**config.mk**
```make
export PLATFORM = sky130hd
export DESIGN_NAME = masked_quad_pipe
export DESIGN_NICKNAME = d
export VERILOG_FILES = /design/src/rtl/masked_quad_pipe.sv
export SDC_FILE = /design/constraint.sdc
export NUM_CORES = 1
export LEC_CHECK = 0
export BUFFER_PORTS_ARGS = -buffer_cell sky130_fd_sc_hd__buf_2
export CORE_UTILIZATION = 49
export CTS_BUF_LIST = sky130_fd_sc_hd__clkbuf_16
export CTS_CLUSTER_SIZE = 8
export DETAILED_ROUTE_END_ITERATION = 16
export PLACE_DENSITY = 0.77
export SYNTH_ARGS = -nofsm -noshare
export SYNTH_HDL_FRONTEND = slang
export SYNTH_SLANG_ARGS = --single-unit
```
**constraint.sdc**
```tcl
create_clock -name clk -period 2.9 [get_ports clk]
set_input_delay 0.29 -clock clk [delete_from_list [all_inputs] [get_ports clk]]
set_output_delay 0.29 -clock clk [all_outputs]
set_load 0.01 [all_outputs]
```
**src/rtl/masked_quad_pipe.sv**
```systemverilog
// masked_quad_pipe: two-stage masked evaluation of a^(b&d) and b^(c&d) with refreshed cross-share terms
module masked_quad_pipe #(
  parameter int SHARES = 3,
  parameter int WIDTH = 4,
  localparam int RAND_W = 2*WIDTH*SHARES*(SHARES-1)
) (
  input  logic                     clk,
  input  logic                     rst,
  input  logic                     en,
  input  logic                     in_valid,
  input  logic                     rnd_valid,
  input  logic [SHARES*WIDTH-1:0]  a,
  input  logic [SHARES*WIDTH-1:0]  b,
  input  logic [SHARES*WIDTH-1:0]  c,
  input  logic [SHARES*WIDTH-1:0]  d,
  input  logic [RAND_W-1:0]        r,
  output logic [SHARES*WIDTH-1:0]  q_bd,
  output logic [SHARES*WIDTH-1:0]  q_cd,
  output logic                     out_valid,
  output logic                     rnd_err
);
  localparam int R = SHARES*(SHARES-1);
  localparam int HALF = WIDTH*R;
  logic [SHARES-1:0][SHARES-1:0][WIDTH-1:0] n_bd, n_cd, t_bd, t_cd;
  logic [SHARES-1:0][WIDTH-1:0] s_bd, s_cd;
  logic v1, accept;
  assign accept = en & in_valid & rnd_valid;
  // Stage-1 terms: slot 0 is the own-share product, slot m pairs share i with share (i+m) under ring refresh
  always_comb begin
    n_bd = '0;
    n_cd = '0;
    for (int i = 0; i < SHARES; i++)
      for (int w = 0; w < WIDTH; w++) begin
        n_bd[i][0][w] = a[i*WIDTH+w] ^ (b[i*WIDTH+w] & d[i*WIDTH+w]);
        n_cd[i][0][w] = b[i*WIDTH+w] ^ (c[i*WIDTH+w] & d[i*WIDTH+w]);
        for (int m = 1; m < SHARES; m++) begin
          n_bd[i][m][w] = (b[((i+m)%SHARES)*WIDTH+w] & d[i*WIDTH+w])
                        ^ r[w*R + i*(SHARES-1) + m-1] ^ r[w*R + (i*(SHARES-1)+m)%R];
          n_cd[i][m][w] = (c[((i+m)%SHARES)*WIDTH+w] & d[i*WIDTH+w])
                        ^ r[HALF + w*R + i*(SHARES-1) + m-1] ^ r[HALF + w*R + (i*(SHARES-1)+m)%R];
        end
      end
  end
  // Stage-2 compression: each output share folds its registered terms
  always_comb begin
    s_bd = '0;
    s_cd = '0;
    for (int i = 0; i < SHARES; i++)
      for (int m = 0; m < SHARES; m++) begin
        s_bd[i] = s_bd[i] ^ t_bd[i][m];
        s_cd[i] = s_cd[i] ^ t_cd[i][m];
      end
  end
  // Pipeline registers; terms load only on accept, everything freezes when en is low
  always_ff @(posedge clk or posedge rst)
    if (rst) begin
      t_bd <= '0;
      t_cd <= '0;
      v1 <= 1'b0;
      q_bd <= '0;
      q_cd <= '0;
      out_valid <= 1'b0;
      rnd_err <= 1'b0;
    end else if (en) begin
      v1 <= accept;
      out_valid <= v1;
      q_bd <= s_bd;
      q_cd <= s_cd;
      if (accept) begin
        t_bd <= n_bd;
        t_cd <= n_cd;
      end
      if (in_valid && !rnd_valid) rnd_err <= 1'b1;
    end
endmodule
```
* Word level (Yosys, flattened, before mapping)
Cells that the tools add are included.
** Operators by class
- Bitwise logic cells :: 206
- Reduce and logical (&&, ||, !) cells :: 4
** Operator list (count)
- $xor 1x1->1 :: 120
- $and 1x1->1 :: 74
- $xor 4x4->4 :: 12
- $reduce_and 2->1 :: 2
- $logic_and 1x1->1 :: 1
- $logic_not 1->1 :: 1
** Word-level totals
- Register bits :: 99
- Input bits :: 101
- Output and inout port bits :: 26
- Word-level logic and storage cells :: 233

* Longest topological paths before layout
- Depth after elaboration :: 3
- Mapped depth :: 6

* Worst setup path before layout
No wires, ideal clock.
- Path type :: input to register
- Start :: in en
- End :: reg q_cd[0]
- Setup time :: 0.125 ns
- Arrival :: 0.989 ns
- Required time :: 2.775 ns
- Slack :: 1.786 ns
- Stages on the path :: 3
- Buffers on the path :: 2
- Cells stage by stage :: buf_4 > buf_2 > mux2_2
** RTL lines
- start: declaration :: RTL line 9 : input logic en,
- end signal: assignment :: RTL line 61 : q_cd <= '0;
- end signal: assignment :: RTL line 68 : q_cd <= s_cd;
- end: declaration :: RTL line 18 : output logic [SHARES*WIDTH-1:0] q_cd,
No word-level cell between the ends.

* Worst setup path in the final report
- Start :: reg q_cd[4]
- End :: out q_cd[4]
No word-level cell between the ends.

==> flow_summary.json <==
{
  "end_kind": "primary output",
  "avgSynthCellArea_um2": 9.96,
  "cp_max_fo": 2,
  "cpPeakStageDelay_ps": 400,
  "grt_use_total_pct": 19.6,
  "busiest_layer": "met2",
  "cellPowerDensity_nw_per_um2": 700,
  "critical_path.cell_chain": "buf_2",
  "vias_per_cell": 4.86,
  "use_met1_pct": 23.9,
  "cpLargestDelayFamily": "flip-flops",
  "path_depth": 1,
  "cts_max_path_buffers": 2,
  "drt_iter0_markers": 197,
  "post-route-min-period_ps": 1170,
  "first_global_vias": 3767,
  "synthToLayoutAreaGrowth_pct": 18.9,
  "post_cts_buffers": 0,
  "cts_buffers": 9,
  "post_cts_resized": 0,
  "start_util_pct": 50.9,
  "htree_num_levels": 3,
  "num_io_pins": 127,
  "post-route-drc-count": 0,
  "core_um2": 10400,
  "fin_crit_sh_pct": 40.5,
  "rsz0062_at_grt": "no",
  "required_ps": 2610,
  "final_area_um2": 6300,
  "fin_nets": 756,
  "criticalPathCategory": "flip-flop to primary output",
  "grtUsageMet3_pct": 2.94,
  "clock_sinks": 99,
  "fp-row-count": 37,
  "place_inst": 780,
  "ys_ff_latch": 99,
  "hp-class": "input port to async pin",
  "max_freq_mhz": 851,
  "crit_arrival_ps": 880,
  "drt_wl_total_um": 10400,
  "p_leak_nw": 2.81,
  "drtAntennaViolNets": 0,
  "slew_violations": 0,
  "yosysUniqueCellTypes": 14,
  "nFillCells": 906,
  "vias": 3871,
  "maxCapViolCount": 0,
  "dieHeight_um": 106,
  "reg2regPathDepth": 3,
  "fp.dieW_um": 106,
  "ys_seq_area_share_pct": 46.8,
  "peakVddDrop_v": 0.000380,
  "placedInstanceArea_um2": 6030,
  "setup_viol": 0,
  "clockRootBuffer": "clkbuf_16",
  "worstMarginPinSlew_ps": 547,
  "outcome": "complete, no violations",
  "synthesis.nets": 633,
  "cp_num_buf_inv": 1,
  "netlist_area_um2": 5300,
  "synth.area.top_cells": "dfrtp_1 47%, xnor2_1 24%, nand2_1 10%, mux2_2 5.3%, o21ai_1 4.6%",
  "clkLatencyLatePin_ps": 330,
  "yosys.area.top_type": "dfrtp_1",
  "grt_antenna_before_repair": 0,
  "post-route-util_pct": 60.5,
  "hold_viol": 0,
  "first_pass_iters": 4,
  "tns_ps": 0,
  "tritoncts": "built",
  "synthCells": 532,
  "synth_top_area_share_pct": 46.8,
  "relSlewSlack_pct": 63.5,
  "drive_above_1_share_pct": 26.1,
  "avgRoutedWirePerCell_um": 13.0,
  "hpwl_um": 7900,
  "crit_slowest_cell": "dfrtp_1",
  "overflow": 0,
  "die_area_um2": 11200,
  "cts_hold_buf": 0,
  "met2_usage_pct": 35.2,
  "grt_first_pass_wirelength_um": 17300,
  "n_antenna_cell": 0,
  "port_buffers": 126,
  "yosys_warnings": 0,
  "clk_pin_slew_ps": 60,
  "start_kind": "flip-flop",
  "fin_cells": 796,
  "grt_max_degree": 86,
  "clock_skew_ps": 3.09,
  "gp_congestion": 0.807
}
-- metrics by stage --
step	setup WS, ps	total power, mW	hold slack (ps)
after floorplan	19.6	2.91	386
after detailed placement	1570	3.39	383
final	1730	4.41	9.31
after CTS	1710	4.47	26.6
after global routing	1700	4.69	60.5
after global placement	1610	3.33	380
-- layout by cell type, fill, tap and decap left out --
cell	Yosys	routed
xor2_1	24	24
clkinv_2	0	2
nand2_1	145	145
clkbuf_16	0	9
o21ai_0	24	24
o21bai_1	1	1
inv_4	0	1
dfrtp_1	99	99
inv_1	2	1
clkinv_1	0	1
o21ai_1	49	49
mux2_2	25	25
nand3_4	1	1
buf_12	0	2
xnor2_1	144	144
buf_4	2	2
clkinvlp_4	0	3
buf_2	4	126
clkinv_4	0	1
-- cell families after synthesis --
logic type / count (synthesis) / share of synthesized area, %
XOR/XNOR: 168 / 27.8
AND/OR/NAND/NOR: 146 / 10.6
flip-flops: 99 / 46.8
AO/OA/AOI/OAI: 74 / 7.04
multiplexers: 25 / 5.31
buffers and inverters: 20 / 2.50
-- layout make-up --
type	count	area, µm²	area share, %
clock inverters	7	45.0	0.715
well taps	136	170	2.70
flip-flops and latches	99	2480	39.3
multi-input cells	413	2690	42.7
inverters	2	10.0	0.159
repair buffers	130	686	10.9
clock buffers	9	225	3.57
-- cells in the mapped netlist --
library cell,n
buf_6,6
xnor2_1,144
xor2_1,24
dfrtp_1,99
o21bai_1,1
buf_4,2
o21ai_1,49
inv_1,2
o21ai_0,24
nand3_4,1
mux2_2,25
nand2_1,145
buf_2,4
clkbuf_1,6
-- worst paths after layout --
check                                     start              endpoint  slack (ps)
max reg2reg                t_bd[24]$_DFFE_PP0P_   q_bd[8]$_DFFE_PP0P_        1810
min                                         rst  t_bd[23]$_DFFE_PP0P_           9
max in group asynchronous                   rst  t_cd[16]$_DFFE_PP0P_        2200
max                         q_cd[4]$_DFFE_PP0P_               q_cd[4]        1730
min in group clk                      rnd_valid   rnd_err$_DFFE_PP0P_         180
min reg2reg                 rnd_err$_DFFE_PP0P_   rnd_err$_DFFE_PP0P_         470
-- state kept, by name, indices dropped and copies added (netlist names) --
name	count
out_valid	1
t_cd	36
q_cd	12
rnd_err	1
v1	1
q_bd	12
t_bd	36
-- metal layers --
metal	vias up	part of all wire [%]
met5	-	0
met4	0	1.6
met3	12	4.4
met2	100	51
met1	1822	43
li1	1937	-
-- where the power goes --
part	total [mW]	internal, mW	switching (mW)
Clock	1.07	0.576	0.494
Sequential	2.00	1.76	0.238
Combinational	1.34	0.724	0.618
Power figures use the tool's default switching activity.
